==> src/rtl/addsub_pkg.sv <==
// Shared types and sizing helpers for the chunked add/subtract unit.
package addsub_pkg;

  typedef enum logic [1:0] {
    IDLE = 2'd0,
    RUN  = 2'd1,
    DONE = 2'd2
  } state_e;

  function automatic int nch(input int width, input int chunk);
    return width / chunk;
  endfunction

  // A single-slice configuration still needs a 1-bit index register.
  function automatic int idx_w(input int n);
    return (n > 1) ? $clog2(n) : 1;
  endfunction

endpackage

==> src/rtl/addsub_seq_if.sv <==
// Operand/result handshake bundle for addsub_seq.
interface addsub_seq_if #(
  parameter int WIDTH = 16
);
  logic             in_valid;
  logic             in_ready;
  logic [WIDTH-1:0] a;
  logic [WIDTH-1:0] b;
  logic             c_in;
  logic             sub;
  logic             sat;
  logic             out_valid;
  logic             out_ready;
  logic [WIDTH-1:0] s;
  logic             c_out;
  logic             ovf;
  logic             zero;

  modport master (
    output in_valid, a, b, c_in, sub, sat, out_ready,
    input  in_ready, out_valid, s, c_out, ovf, zero
  );

  modport slave (
    input  in_valid, a, b, c_in, sub, sat, out_ready,
    output in_ready, out_valid, s, c_out, ovf, zero
  );
endinterface

==> src/rtl/addsub_chunk.sv <==
// Combinational CHUNK-bit ripple slice of full-adder cells; cmsb is the
// carry into the slice MSB so the caller can form signed overflow.
module addsub_chunk #(
  parameter int CHUNK = 4
) (
  input  logic [CHUNK-1:0] a,
  input  logic [CHUNK-1:0] b,
  input  logic             cin,
  output logic [CHUNK-1:0] s,
  output logic             cout,
  output logic             cmsb
);
  logic [CHUNK:0] c_s;

  assign c_s[0] = cin;

  for (genvar i = 0; i < CHUNK; i++) begin : g_fa
    assign s[i]     = a[i] ^ b[i] ^ c_s[i];
    assign c_s[i+1] = (a[i] & b[i]) | (c_s[i] & (a[i] ^ b[i]));
  end

  assign cout = c_s[CHUNK];
  assign cmsb = c_s[CHUNK-1];
endmodule

==> src/rtl/addsub_seq.sv <==
// Multi-cycle add/subtract: WIDTH bits processed CHUNK bits per cycle.
// Optional signed saturation is enabled with the ADDSUB_SAT_EN macro.
module addsub_seq
  import addsub_pkg::*;
#(
  parameter int WIDTH = 16,
  parameter int CHUNK = 4
) (
  input logic         clk,
  input logic         rst_n,
  addsub_seq_if.slave bus
);
  localparam int            NCH      = nch(WIDTH, CHUNK);
  localparam int            IW       = idx_w(NCH);
  localparam logic [IW-1:0] LAST_IDX = IW'(NCH - 1);

  state_e           state_q, state_d;
  logic [IW-1:0]    idx_q, idx_d;
  logic [WIDTH-1:0] a_q, a_d, b_q, b_d, acc_q, acc_d, s_q, s_d;
  logic             carry_q, carry_d, c_out_q, c_out_d;
  logic             ovf_q, ovf_d, zero_q, zero_d;
`ifdef ADDSUB_SAT_EN
  logic             sat_q, sat_d;
`endif
  logic [CHUNK-1:0] a_chunk_s, b_chunk_s, sum_s;
  logic             cout_s, cmsb_s;

  // B is stored pre-inverted for subtract, so the slice only ever adds.
  assign a_chunk_s = a_q[int'(idx_q)*CHUNK +: CHUNK];
  assign b_chunk_s = b_q[int'(idx_q)*CHUNK +: CHUNK];

  addsub_chunk #(.CHUNK(CHUNK)) u_chunk (
    .a    (a_chunk_s),
    .b    (b_chunk_s),
    .cin  (carry_q),
    .s    (sum_s),
    .cout (cout_s),
    .cmsb (cmsb_s)
  );

  // Next-state, operand capture, slice accumulation and result latching.
  always_comb begin
    state_d = state_q;
    idx_d   = idx_q;
    a_d     = a_q;
    b_d     = b_q;
    carry_d = carry_q;
    acc_d   = acc_q;
    s_d     = s_q;
    c_out_d = c_out_q;
    ovf_d   = ovf_q;
    zero_d  = zero_q;
`ifdef ADDSUB_SAT_EN
    sat_d   = sat_q;
`endif
    case (state_q)
      IDLE: begin
        if (bus.in_valid) begin
          a_d     = bus.a;
          b_d     = bus.sub ? ~bus.b : bus.b;
          carry_d = bus.c_in ^ bus.sub;
          idx_d   = {IW{1'b0}};
`ifdef ADDSUB_SAT_EN
          sat_d   = bus.sat;
`endif
          state_d = RUN;
        end else begin
          state_d = IDLE;
        end
      end
      RUN: begin
        acc_d[int'(idx_q)*CHUNK +: CHUNK] = sum_s;
        carry_d = cout_s;
        if (idx_q == LAST_IDX) begin
          c_out_d = cout_s;
          ovf_d   = cmsb_s ^ cout_s;
          s_d     = acc_d;
`ifdef ADDSUB_SAT_EN
          if (sat_q && (cmsb_s ^ cout_s)) begin
            s_d = a_q[WIDTH-1] ? {1'b1, {(WIDTH-1){1'b0}}} : {1'b0, {(WIDTH-1){1'b1}}};
          end else begin
            s_d = acc_d;
          end
`endif
          zero_d  = (s_d == {WIDTH{1'b0}});
          state_d = DONE;
        end else begin
          idx_d   = idx_q + IW'(1);
          state_d = RUN;
        end
      end
      DONE: begin
        if (bus.out_ready) begin
          state_d = IDLE;
        end else begin
          state_d = DONE;
        end
      end
      default: begin
        state_d = IDLE;
      end
    endcase
  end

  // State and datapath registers; reset aborts any operation in flight.
  always_ff @(posedge clk or negedge rst_n) begin
    if (!rst_n) begin
      state_q <= IDLE;
      idx_q   <= {IW{1'b0}};
      a_q     <= {WIDTH{1'b0}};
      b_q     <= {WIDTH{1'b0}};
      acc_q   <= {WIDTH{1'b0}};
      s_q     <= {WIDTH{1'b0}};
      carry_q <= 1'b0;
      c_out_q <= 1'b0;
      ovf_q   <= 1'b0;
      zero_q  <= 1'b0;
`ifdef ADDSUB_SAT_EN
      sat_q   <= 1'b0;
`endif
    end else begin
      state_q <= state_d;
      idx_q   <= idx_d;
      a_q     <= a_d;
      b_q     <= b_d;
      acc_q   <= acc_d;
      s_q     <= s_d;
      carry_q <= carry_d;
      c_out_q <= c_out_d;
      ovf_q   <= ovf_d;
      zero_q  <= zero_d;
`ifdef ADDSUB_SAT_EN
      sat_q   <= sat_d;
`endif
    end
  end

  assign bus.in_ready  = (state_q == IDLE);
  assign bus.out_valid = (state_q == DONE);
  assign bus.s         = s_q;
  assign bus.c_out     = c_out_q;
  assign bus.ovf       = ovf_q;
  assign bus.zero      = zero_q;
endmodule

==> src/flat_wrapper.sv <==
// flat-port wrapper written by rule: the top's interface ports become plain ports
module addsub_seq_flat import addsub_pkg::*;
#(
  parameter int WIDTH = 16,
  parameter int CHUNK = 4
)
  (clk, rst_n, bus_in_valid, bus_a, bus_b, bus_c_in, bus_sub, bus_sat, bus_out_ready, bus_in_ready, bus_out_valid, bus_s, bus_c_out, bus_ovf, bus_zero);
  addsub_seq_if #(.WIDTH(WIDTH)) bus_i ();
  input logic clk;
  input logic rst_n;
  input wire logic [$bits(bus_i.in_valid)-1:0] bus_in_valid;
  input wire logic [$bits(bus_i.a)-1:0] bus_a;
  input wire logic [$bits(bus_i.b)-1:0] bus_b;
  input wire logic [$bits(bus_i.c_in)-1:0] bus_c_in;
  input wire logic [$bits(bus_i.sub)-1:0] bus_sub;
  input wire logic [$bits(bus_i.sat)-1:0] bus_sat;
  input wire logic [$bits(bus_i.out_ready)-1:0] bus_out_ready;
  output wire logic [$bits(bus_i.in_ready)-1:0] bus_in_ready;
  output wire logic [$bits(bus_i.out_valid)-1:0] bus_out_valid;
  output wire logic [$bits(bus_i.s)-1:0] bus_s;
  output wire logic [$bits(bus_i.c_out)-1:0] bus_c_out;
  output wire logic [$bits(bus_i.ovf)-1:0] bus_ovf;
  output wire logic [$bits(bus_i.zero)-1:0] bus_zero;
  assign bus_i.in_valid = bus_in_valid;
  assign bus_i.a = bus_a;
  assign bus_i.b = bus_b;
  assign bus_i.c_in = bus_c_in;
  assign bus_i.sub = bus_sub;
  assign bus_i.sat = bus_sat;
  assign bus_i.out_ready = bus_out_ready;
  assign bus_in_ready = bus_i.in_ready;
  assign bus_out_valid = bus_i.out_valid;
  assign bus_s = bus_i.s;
  assign bus_c_out = bus_i.c_out;
  assign bus_ovf = bus_i.ovf;
  assign bus_zero = bus_i.zero;
  addsub_seq #(.WIDTH(WIDTH), .CHUNK(CHUNK)) u_core (.clk(clk), .rst_n(rst_n), .bus(bus_i));
endmodule
==> config.mk <==
export PLATFORM = sky130hd
export DESIGN_NAME = addsub_seq_flat
export DESIGN_NICKNAME = d
export VERILOG_FILES = /design/src/rtl/addsub_pkg.sv /design/src/rtl/addsub_seq_if.sv /design/src/rtl/addsub_chunk.sv /design/src/rtl/addsub_seq.sv /design/src/flat_wrapper.sv
export SDC_FILE = /design/constraint.sdc
export NUM_CORES = 1
export LEC_CHECK = 0
export BUFFER_PORTS_ARGS = -buffer_cell sky130_fd_sc_hd__buf_2
export CAP_MARGIN = 20
export CORE_UTILIZATION = 50
export DETAILED_ROUTE_END_ITERATION = 8
export PLACE_DENSITY = 0.73
export RECOVER_POWER = 25
export REMOVE_ABC_BUFFERS = 1
export SKIP_CTS_REPAIR_TIMING = 1
export SLEW_MARGIN = 5
export SYNTH_ARGS = -nofsm -noshare
export SYNTH_HDL_FRONTEND = slang
export SYNTH_HIERARCHICAL = 1
export SYNTH_SLANG_ARGS = --single-unit
==> constraint.sdc <==
create_clock -name clk -period 8.9 [get_ports clk]
set_input_delay 1.335 -clock clk [delete_from_list [all_inputs] [get_ports clk]]
set_output_delay 1.335 -clock clk [all_outputs]
set_load 0.01 [all_outputs]
==> summary.md, run 1 <==
| Metric | Value |
|---|---|
| Row count | `30` |
| Reg2Reg Depth | `10` |
| Normalized max-slew margin | `-1.51` |
| Uppermost routed layer | `met4` |
| First-pass GRT wire length | `11,400 µm` |
| Core Util, Final | `0.599` |
| Routed via count | `roughly 2,500` |
| Slew @ Worst Pin | `3770 ps` |
| Worst-Skew Late Latency | `350 ps` |
| XOR/XNOR share of the synthesized area | `0.0446` |
| Status | `complete, but fails checks` |
| Slowest stage delay, CP | `2640 ps` |
| Main combinational cell family by area after synthesis | `compound AO/OA/AOI/OAI gates` |
| CTS tree | `done` |
| Critical path peak fanout | `slightly above 70` |
| Die W | `86.1 µm` |
| Hold path depth | `2` |
| Area grow syn2layout | `15.3%` |
| Setup TNS | `0 ps` |
| Pre-antenna DRT Iters | `4` |
| Final instance area | `4070 µm²` |
| Post-synth EDFFs | `0` |
| Mux share of post-synthesis cell area | `0.108` |
| Post-Synth Adder-Cell Area | `0.0439` |
| Clock Pin Slew Worst Setup and Hold Paths | `70 ps` |
| Number of remaining DRC errors | `0` |
| Drt wl/cell | `13.9 µm` |
| Sw Ratio | `0.431` |
| Placed Area | `~3900 µm²` |
| Leak Pwr | `about 1.8 nW` |
| RSZ-0062 raised after global routing | `no` |
| Final Wtd Congestion | `0.746` |
| Top delay family on crit path | `buffers and inverters` |
| CTS Root Buffer Type | `clkbuf_8` |
| H-tree lvl count | `3` |
| Psw | `around 0.73 mW` |
| F_max | `222 MHz` |
| Die ar. | `7400 µm²` |
| Synth warn | `6` |
| Core area | `6790 µm²` |
| Largest net degree at the start of global routing | `73` |
| Overall Global Routing Usage | `0.203` |
| Crit path buffers/inverters | `2` |
| DR vias/cell | `between 5 and 6` |
| Combinational share of power | `0.516` |
| Initial antenna violation count | `0` |
| Share of layout cells above drive strength 1 | `0.268` |
| Complex-gate fraction of the synthesized area | `0.134` |
| Setup-failing EPs final | `0` |
| Failing checks | `capacitance limit, slew limit` |
| Metal2 WL | `3170 µm` |
| CP Depth | `2` |
| Clock Power Share | `0.148` |
| Critical path's slowest cell | `clkbuf_1` |
| Cell chain of the critical path | `buf_2 -> clkbuf_1` |
| Mapped cell area | `~3500 µm²` |
| GRT Residual Overflow | `0` |
| Pint | `0.965 mW` |
| WL final | `6630 µm` |
| Starting DRC count in detailed routing | `131` |
| Met1 WL | `slightly above 3000 µm` |
| Cell variety after synth | `30` |
| Startpoint types | `input pin` |
| Post-route ant nets | `0` |
| Maxcap violations | `1` |
| Clk buf depth | `2` |
| Register area share after synthesis | `0.510` |
| Clock buffer count from CTS | `9` |
| Critical Path RT | `8490 ps` |
| Worst Clk Skew | `7.85 ps` |
| Reg power frac | `0.337` |
| Synth Flop Type | `dfrtp_1` |
| Synth Instances | `327` |
| Die height | `86.1 µm` |
| Hold Crit Class | `reg2reg` |
| Number of max-slew violations in the final report | `73` |
| Detail Placement HPWL | `4500 µm` |
| WS Path Type | `in2async` |
| Filler cell count in the final layout | `approximately 600` |
| CTS sink cnt | `~70` |
| Syn avg cell area | `10.8 µm²` |
| Antenna cells | `0` |
| Hold Vio Cnt, Final | `0` |
| Met3 routed WL | `284 µm` |
| Worst EP arrival | `roughly 4000 ps` |
| Period utilization | `0.505` |
| Power per cell area | `417 nW/µm²` |
| Final-stage net count | `426` |
| R2r setup slk | `5010 ps` |
| Final worst path period need | `4500 ps` |
| Post-Synth Simple-Gate Area | `0.119` |
| Starting Density | `0.520` |
| Port buffer count | `58` |
| Max VDD drop | `0.195 mV` |
| Post-synth ARST share | `1.00` |
| Top Ports | `60` |
| Crit. End Element | `asynchronous set/reset pin` |
| Vias in the first global route | `roughly 2,400` |
| Synth Register Bits | `72` |
[metal layers]
layer,GRT usage,up-vias
met2,0.328,61
met1,0.259,1207
met4,0.0879,0
met5,0,-
li1,-,1234
met3,0.0520,12
[sequential cells by signal, summed over array words and instances, names as in the netlist]
register / count
u_core/carry_q: 1
u_core/a_q: 16
u_core/idx_q: 2
u_core/bus.ovf: 1
u_core/bus.c_out: 1
u_core/acc_q: 16
u_core/bus.s: 16
u_core/state_q: 2
u_core/b_q: 16
u_core/bus.zero: 1
[final timing paths]
check / end / from
setup reg to reg: u_core/bus.zero$_DFFE_PN0P_ / u_core/idx_q[0]$_DFFE_PN0P_
hold reg to reg: u_core/bus.s[10]$_DFFE_PN0P_ / u_core/bus.s[10]$_DFFE_PN0P_
min in group asynchronous: u_core/bus.s[0]$_DFFE_PN0P_ / rst_n
hold / removal: u_core/bus.s[10]$_DFFE_PN0P_ / u_core/bus.s[10]$_DFFE_PN0P_
setup / recovery: u_core/b_q[12]$_DFFE_PN0P_ / rst_n
max in group clk: u_core/bus.zero$_DFFE_PN0P_ / u_core/idx_q[0]$_DFFE_PN0P_
[stage by stage]
step | std cells | worst slack, ps | hold slack (ps) | total power [mW]
finish | 477 | 4400 | 471 | 1.70
floorplan | 305 | 5490 | 442 | 1.18
CTS | 476 | 4950 | 480 | 1.70
detailed placement | 461 | 4970 | 465 | 1.45
global route | 477 | 3580 | 497 | 1.84
global placement | 461 | 5040 | 456 | 1.42
[power by group through the flow]
stage | sequential [mW] | combinational (mW) | clock [mW]
after floorplan | 0.571 | 0.611 | 0
after global placement | 0.573 | 0.848 | 0
after detailed placement | 0.581 | 0.869 | 0
after CTS | 0.574 | 0.871 | 0.258
after global routing | 0.592 | 0.980 | 0.272
final | 0.571 | 0.875 | 0.251
[kinds of logic (layout without fill, tap and decap cells)]
family	Yosys count	count (layout)
AND/OR/NAND/NOR	90	90
XOR/XNOR	18	18
adder cells (fa/ha/maj)	10	10
multiplexers	26	26
buffers and inverters	34	88
flip-flops	72	72
AO/OA/AOI/OAI	77	77
[synth_stat cells (4+ instances only)]
master	n	area share
nand2_1	33	0.035
mux2_2	18	0.057
a21oi_1	30	0.043
o21ai_0	24	0.034
a32o_1	5	0.014
dfrtp_1	72	0.51
nor4_1	5	0.0089
a31oi_1	4	0.0071
inv_1	12	0.013
mux4_2	8	0.051
clkbuf_1	8	0.0085
buf_2	11	0.016
ha_1	6	0.021
nor2_1	25	0.027
fa_1	4	0.023
a22o_1	8	0.020
xnor2_1	17	0.042
nor2b_1	17	0.030
[cell type report]
cell class	count	area, µm²	share of cell area
clock buffer	12	145	0.0356
clock inverter	3	42.5	0.0104
inverter	12	45.0	0.0111
multi-input combinational	221	1590	0.390
sequential	72	1800	0.443
tap	96	120	0.0295
timing repair buffer	61	329	0.0808
[cell usage in the layout (no fill, tap or decap), drive strengths merged, types with 2 or more instances in the layout]
cell type | netlist | routed
a21oi | 31 | 31
a22o | 8 | 8
a31oi | 4 | 4
a32o | 5 | 5
and2 | 3 | 3
buf | 12 | 60
clkbuf | 10 | 13
dfrtp | 72 | 72
fa | 4 | 4
ha | 6 | 6
inv | 12 | 12
mux2 | 18 | 18
mux4 | 8 | 8
nand2 | 33 | 33
nand2b | 3 | 3
nor2 | 25 | 25
nor2b | 17 | 17
nor3 | 3 | 3
nor4 | 5 | 5
o21ai | 24 | 24
o22ai | 2 | 2
xnor2 | 17 | 17
Note: power is estimated with default switching activity, not from simulation.
==> run 2: changes to the inputs <==
- PLACE_DENSITY: 0.73 -> 0.76
- clock period: 8.9 -> 4 ns (I/O delays scaled with it)
==> run 2 against run 1 <==
Largest power group unchanged; design area grew 2.0%; worst hold slack lost 19 ps; die area is the same; the run still ends with capacitance limit, slew limit left.
==> summary.md, run 2 (same netlist as run 1, synthesis figures left out) <==
| Metric | Value |
|---|---|
| Status | `complete, but fails checks` |
| Failing checks | `capacitance limit, slew limit` |
| Slowest stage delay, CP | `roughly 590 ps` |
| Vias in the first global route | `around 2,400` |
| Die W | `~86 µm` |
| Critical path's slowest cell | `dfrtp_1` |
| Die ar. | `7400 µm²` |
| Clock buffer count from CTS | `9` |
| Cell chain of the critical path | `mux4_2 -> fa_1 -> inv_1 -> fa_1 -> fa_1 -> inv_1 -> fa_1 -> a31oi_1 -> o2111a_1 -> a32o_1` |
| Antenna cells | `0` |
| Startpoint types | `register` |
| Largest net degree at the start of global routing | `52` |
| Hold Vio Cnt, Final | `0` |
| First-pass GRT wire length | `11,100 µm` |
| DR vias/cell | `5.22` |
| Share of layout cells above drive strength 1 | `0.278` |
| Most frequent CP cell | `fa_1` |
| H-tree lvl count | `3` |
| Filler cell count in the final layout | `606` |
| Final-stage net count | `around 430` |
| Slew @ Worst Pin | `~2100 ps` |
| Drt wl/cell | `13.3 µm` |
| R2r setup slk | `about 640 ps` |
| Routed via count | `approximately 2,500` |
| Commonest non-fill, non-tap cell in the layout | `dfrtp_1` |
| Final Wtd Congestion | `about 0.81` |
| Critical Path RT | `4280 ps` |
| Die height | `approximately 86 µm` |
| Setup-failing EPs final | `0` |
| CTS Root Buffer Type | `clkbuf_8` |
| Normalized max-slew margin | `-0.375` |
| Hold Crit Class | `in2reg` |
| WL final | `6410 µm` |
| Maxcap violations | `1` |
| Number of max-slew violations in the final report | `41` |
| Clk buf depth | `2` |
| Post-route ant nets | `0` |
| Port buffer count | `58` |
| Leak Pwr | `about 1.9 nW` |
| Pre-antenna DRT Iters | `4` |
| WS Path Type | `reg2reg` |
| Number of remaining DRC errors | `0` |
| Overall Global Routing Usage | `0.196` |
| CTS sink cnt | `just over 70` |
| Pwr Total | `4.06 mW` |
| CTS tree | `done` |
| F_max | `around 300 MHz` |
| Critical path peak fanout | `7` |
| Clock Pin Slew Worst Setup and Hold Paths | `~70 ps` |
| Max VDD drop | `between 0.4 and 0.5 mV` |
| Period utilization | `0.840` |
| Setup TNS | `0 ps` |
| Worst Clk Skew | `7.27 ps` |
| Row count | `30` |
| Core area | `6790 µm²` |
| Worst EP arrival | `3640 ps` |
| GRT Residual Overflow | `0` |
| Crit. End Element | `register` |
| RSZ-0062 raised after global routing | `no` |
| Detail Placement HPWL | `4550 µm` |
| Commonest non-fill, non-tap cells in the layout | `dfrtp_1 (72), buf_2 (56), nand2_1 (33), a21oi_1 (30), nor2_1 (25)` |
| Initial antenna violation count | `0` |
| Area grow syn2layout | `17.6%` |
| Top Ports | `60` |
| Final worst path period need | `about 3400 ps` |
| Starting Density | `0.520` |
| Starting DRC count in detailed routing | `149` |
| Power per cell area | `between 900 and 1000 nW/µm²` |
| Worst-Skew Late Latency | `340 ps` |
## run 2: changes by cell type in the layout (fill, tap and decap cells not counted), sizes merged
cell      change
bufinv        +3
clkinv        +1
buf           +1
clkinvlp      -1
## run 2: cell type report
| cell class | instances | area, µm² | share of cell area |
|---|---|---|---|
| multi-input combinational | 221 | 1590 | 0.382 |
| inverter | 12 | 45.0 | 0.0108 |
| sequential | 72 | 1800 | 0.434 |
| tap | 96 | 120 | 0.0289 |
| timing repair buffer | 64 | 330 | 0.0795 |
| clock inverter | 6 | 130 | 0.0313 |
| clock buffer | 10 | 138 | 0.0331 |
## run 2: report_power, final
| part | internal, mW | leakage, nW | switching [mW] |
|---|---|---|---|
| Clock | 0.492 | 0.136 | 0.264 |
| Combinational | 0.870 | 0.853 | 1.18 |
| Sequential | 1.05 | 0.903 | 0.206 |
| Total | 2.41 | 1.89 | 1.65 |
## run 2: routing by layer
metal	share of wire	global-route usage
met5	0	0
met4	0.011	0.0758
met3	0.044	0.0404
met2	0.48	0.311
met1	0.46	0.268
## run 2: worst max-delay path: cells and delay by family, from the launching register on
kind / cells / cell delay (ps)
AOI/OAI and AO/OA: 3 / 690
adders and majority gates: 4 / 1270
buffers and inverters: 2 / 150
DFF: 1 / 590
muxes: 1 / 590
## run 2: worst paths after layout
kind | end | cells past startpoint | startpoint
setup / recovery | u_core/bus.zero$_DFFE_PN0P_ | 10 | u_core/idx_q[0]$_DFFE_PN0P_
hold / removal | u_core/state_q[1]$_DFF_PN0_ | 2 | bus_out_ready
setup reg to reg | u_core/bus.zero$_DFFE_PN0P_ | 10 | u_core/idx_q[0]$_DFFE_PN0P_
hold reg to reg | u_core/bus.s[12]$_DFFE_PN0P_ | 2 | u_core/bus.s[12]$_DFFE_PN0P_
max in group asynchronous | u_core/b_q[4]$_DFFE_PN0P_ | 2 | rst_n
min in group asynchronous | u_core/bus.s[2]$_DFFE_PN0P_ | 1 | rst_n
## run 2: stage by stage
step / hold WS (ps) / util / std cells / worst slack (ps) / instance area [µm²]
detailed placement: 463 / 0.573 / 465 / 613 / 3890
global route: 458 / 0.611 / 481 / 435 / 4150
CTS: 387 / 0.612 / 481 / 595 / 4160
global placement: 455 / 0.573 / 465 / 658 / 3890
floorplan: 304 / - / 305 / 592 / 3430
finish: 452 / 0.611 / 481 / 639 / 4150
==> run 3: changes to the inputs <==
- clock period: 4 -> 3.02 ns (I/O delays scaled with it)
==> run 3 against run 2 <==
The run ends with setup timing left; clock power up 11%; core utilization up 1.0 points; combinational power grew 50%; non-clock buffer count increased by 12; highest routed layer unchanged; cell count increased by 2.5%.
==> summary.md, run 3 (same netlist as run 1, synthesis figures left out) <==
| Metric | Value |
|---|---|
| Worst hold margin | `281 ps` |
| Reg2Reg Depth | `10` |
| Final Wtd Congestion | `0.803` |
| Post-route ant nets | `0` |
| Starting Density | `0.520` |
| RR Startpoint | `u_core/idx_q[0]$_DFFE_PN0P_` |
| CTS tree | `done` |
| Setup-failing EPs final | `1` |
| Worst-Skew Late Latency | `350 ps` |
| Final-stage net count | `441` |
| Commonest non-fill, non-tap cells in the layout | `dfrtp_1 (71), buf_2 (56), nand2_1 (33), a21oi_1 (30), nor2_1 (25)` |
| Core area | `~6800 µm²` |
| Antenna cells | `0` |
| Drt wl/cell | `14.0 µm` |
| Detail Placement HPWL | `4930 µm` |
| R2r setup slk | `-80 ps` |
| RSZ-0062 raised after global routing | `yes` |
| Final worst path period need | `3100 ps` |
| Hold Crit Class | `in2reg` |
| GRT Residual Overflow | `0` |
| Die W | `86.1 µm` |
| Initial antenna violation count | `0` |
| First-pass GRT wire length | `11,800 µm` |
| Vias in the first global route | `around 2,700` |
| Failing checks | `setup timing` |
| Row count | `30` |
| Routed via count | `2,602` |
| Placed Area | `3970 µm²` |
| Startpoint types | `register` |
| Worst Clk Skew | `6.83 ps` |
| Commonest non-fill, non-tap cell in the layout | `dfrtp_1` |
| WS Path Type | `reg2reg` |
| DR vias/cell | `around 5.3` |
| Max VDD drop | `0.745 mV` |
| Die ar. | `7400 µm²` |
| Normalized max-slew margin | `0.117` |
| Slew @ Worst Pin | `between 1000 and 1500 ps` |
| Period utilization | `1.03` |
| Final setup margin | `-79.1 ps` |
| Area of the multi-input gates | `between 1500 and 2000 µm²` |
| Clk buf depth | `2` |
| Starting DRC count in detailed routing | `approximately 140` |
| Area grow syn2layout | `19.5%` |
| Filler cell count in the final layout | `571` |
| CTS sink cnt | `72` |
| Core Util, Final | `0.621` |
| Maxcap violations | `0` |
| Overall Global Routing Usage | `0.209` |
| Hold Path Sink | `u_core/state_q[1]$_DFF_PN0_` |
| Setup TNS | `-79.1 ps` |
| Leak Pwr | `roughly 1.9 nW` |
| Die height | `between 80 and 90 µm` |
| Critical path peak fanout | `5` |
| Reg area | `approximately 1800 µm²` |
| CTS Root Buffer Type | `clkbuf_8` |
| Largest net degree at the start of global routing | `38` |
| Dpl ws | `-130 ps` |
| H-tree lvl count | `3` |
| Clock Pin Slew Worst Setup and Hold Paths | `70 ps` |
| Pre-antenna DRT Iters | `5` |
| Number of max-slew violations in the final report | `0` |
| F_max | `~320 MHz` |
| Top Ports | `60` |
| Number of remaining DRC errors | `0` |
| Worst EP arrival | `3340 ps` |
| Critical Path RT | `roughly 3300 ps` |
| Port buffer count | `58` |
| Crit. End Element | `register` |
| Status | `complete, but fails checks` |
| WL final | `6910 µm` |
| Hold_sp | `bus_out_ready` |
| Clock buffer count from CTS | `9` |
| Final instance area | `4220 µm²` |
| Reg-to-Reg End | `u_core/bus.zero$_DFFE_PN0P_` |
| Power per cell area | `1320 nW/µm²` |
| Hold Vio Cnt, Final | `0` |
| Hold path depth | `2` |
| Share of layout cells above drive strength 1 | `0.312` |
[run 3: cell count changes in the layout (fill, tap and decap cells not counted), sizes merged]
cell         previous run  this run
buf                    61        71
clkinv                  2         1
clkinvlp                0         2
dlygate4sd3             0         1
clkbuf                 13        15
bufinv                  4         2
[run 3: per-stage QoR]
step,instances,total power [mW]
floorplan,305,3.48
global placement,476,4.53
detailed placement,476,4.61
CTS,492,5.47
global route,493,6.03
finish,493,5.56
[run 3: layout make-up]
cell class | instances | area share
Timing Repair Buffer | 76 | 0.0993
Sequential cell | 72 | 0.427
Clock inverter | 5 | 0.0190
Inverter | 12 | 0.0107
Clock buffer | 11 | 0.0335
Multi-Input combinational cell | 221 | 0.382
Tap cell | 96 | 0.0285
[run 3: power breakdown]
part	internal, mW	total [mW]	switching [mW]	leakage, nW
combinational	1.36	3.08	1.72	0.903
sequential	1.39	1.64	0.248	0.902
clock	0.486	0.841	0.355	0.106
total	3.24	5.56	2.32	1.91
[run 3: worst max-delay path: stages (launching register included)]
cell and delay (ps):
dfrtp_2 420, mux4_2 530, fa_2 390, inv_2 60, fa_2 210, fa_2 210, inv_2 50, fa_2 600
a31oi_4 110, o2111a_1 190, a32o_1 210
[run 3: routing by layer]
layer | share of wire | wire length [µm] | GRT usage | vias up
met5 | 0 | 0 | 0 | -
met1 | 0.44 | 3010 | 0.250 | 1262
met3 | 0.040 | 278 | 0.0481 | 16
li1 | - | - | - | 1256
met2 | 0.50 | 3450 | 0.356 | 68
met4 | 0.025 | 171 | 0.105 | 0
[run 3: worst max path at each step]
stage | start | to | slack [ps] | depth (start not counted)
floorplan | u_core/idx_q[0]$_DFFE_PN0P_ | u_core/bus.zero$_DFFE_PN0P_ | -390 | 10
finish | u_core/idx_q[0]$_DFFE_PN0P_ | u_core/bus.zero$_DFFE_PN0P_ | -80 | 10
detailed placement | u_core/idx_q[0]$_DFFE_PN0P_ | u_core/bus.zero$_DFFE_PN0P_ | -130 | 10
global placement | u_core/idx_q[0]$_DFFE_PN0P_ | u_core/bus.zero$_DFFE_PN0P_ | -70 | 10
global route | u_core/idx_q[0]$_DFFE_PN0P_ | u_core/bus.zero$_DFFE_PN0P_ | -160 | 10
CTS | u_core/idx_q[0]$_DFFE_PN0P_ | u_core/bus.zero$_DFFE_PN0P_ | -140 | 10
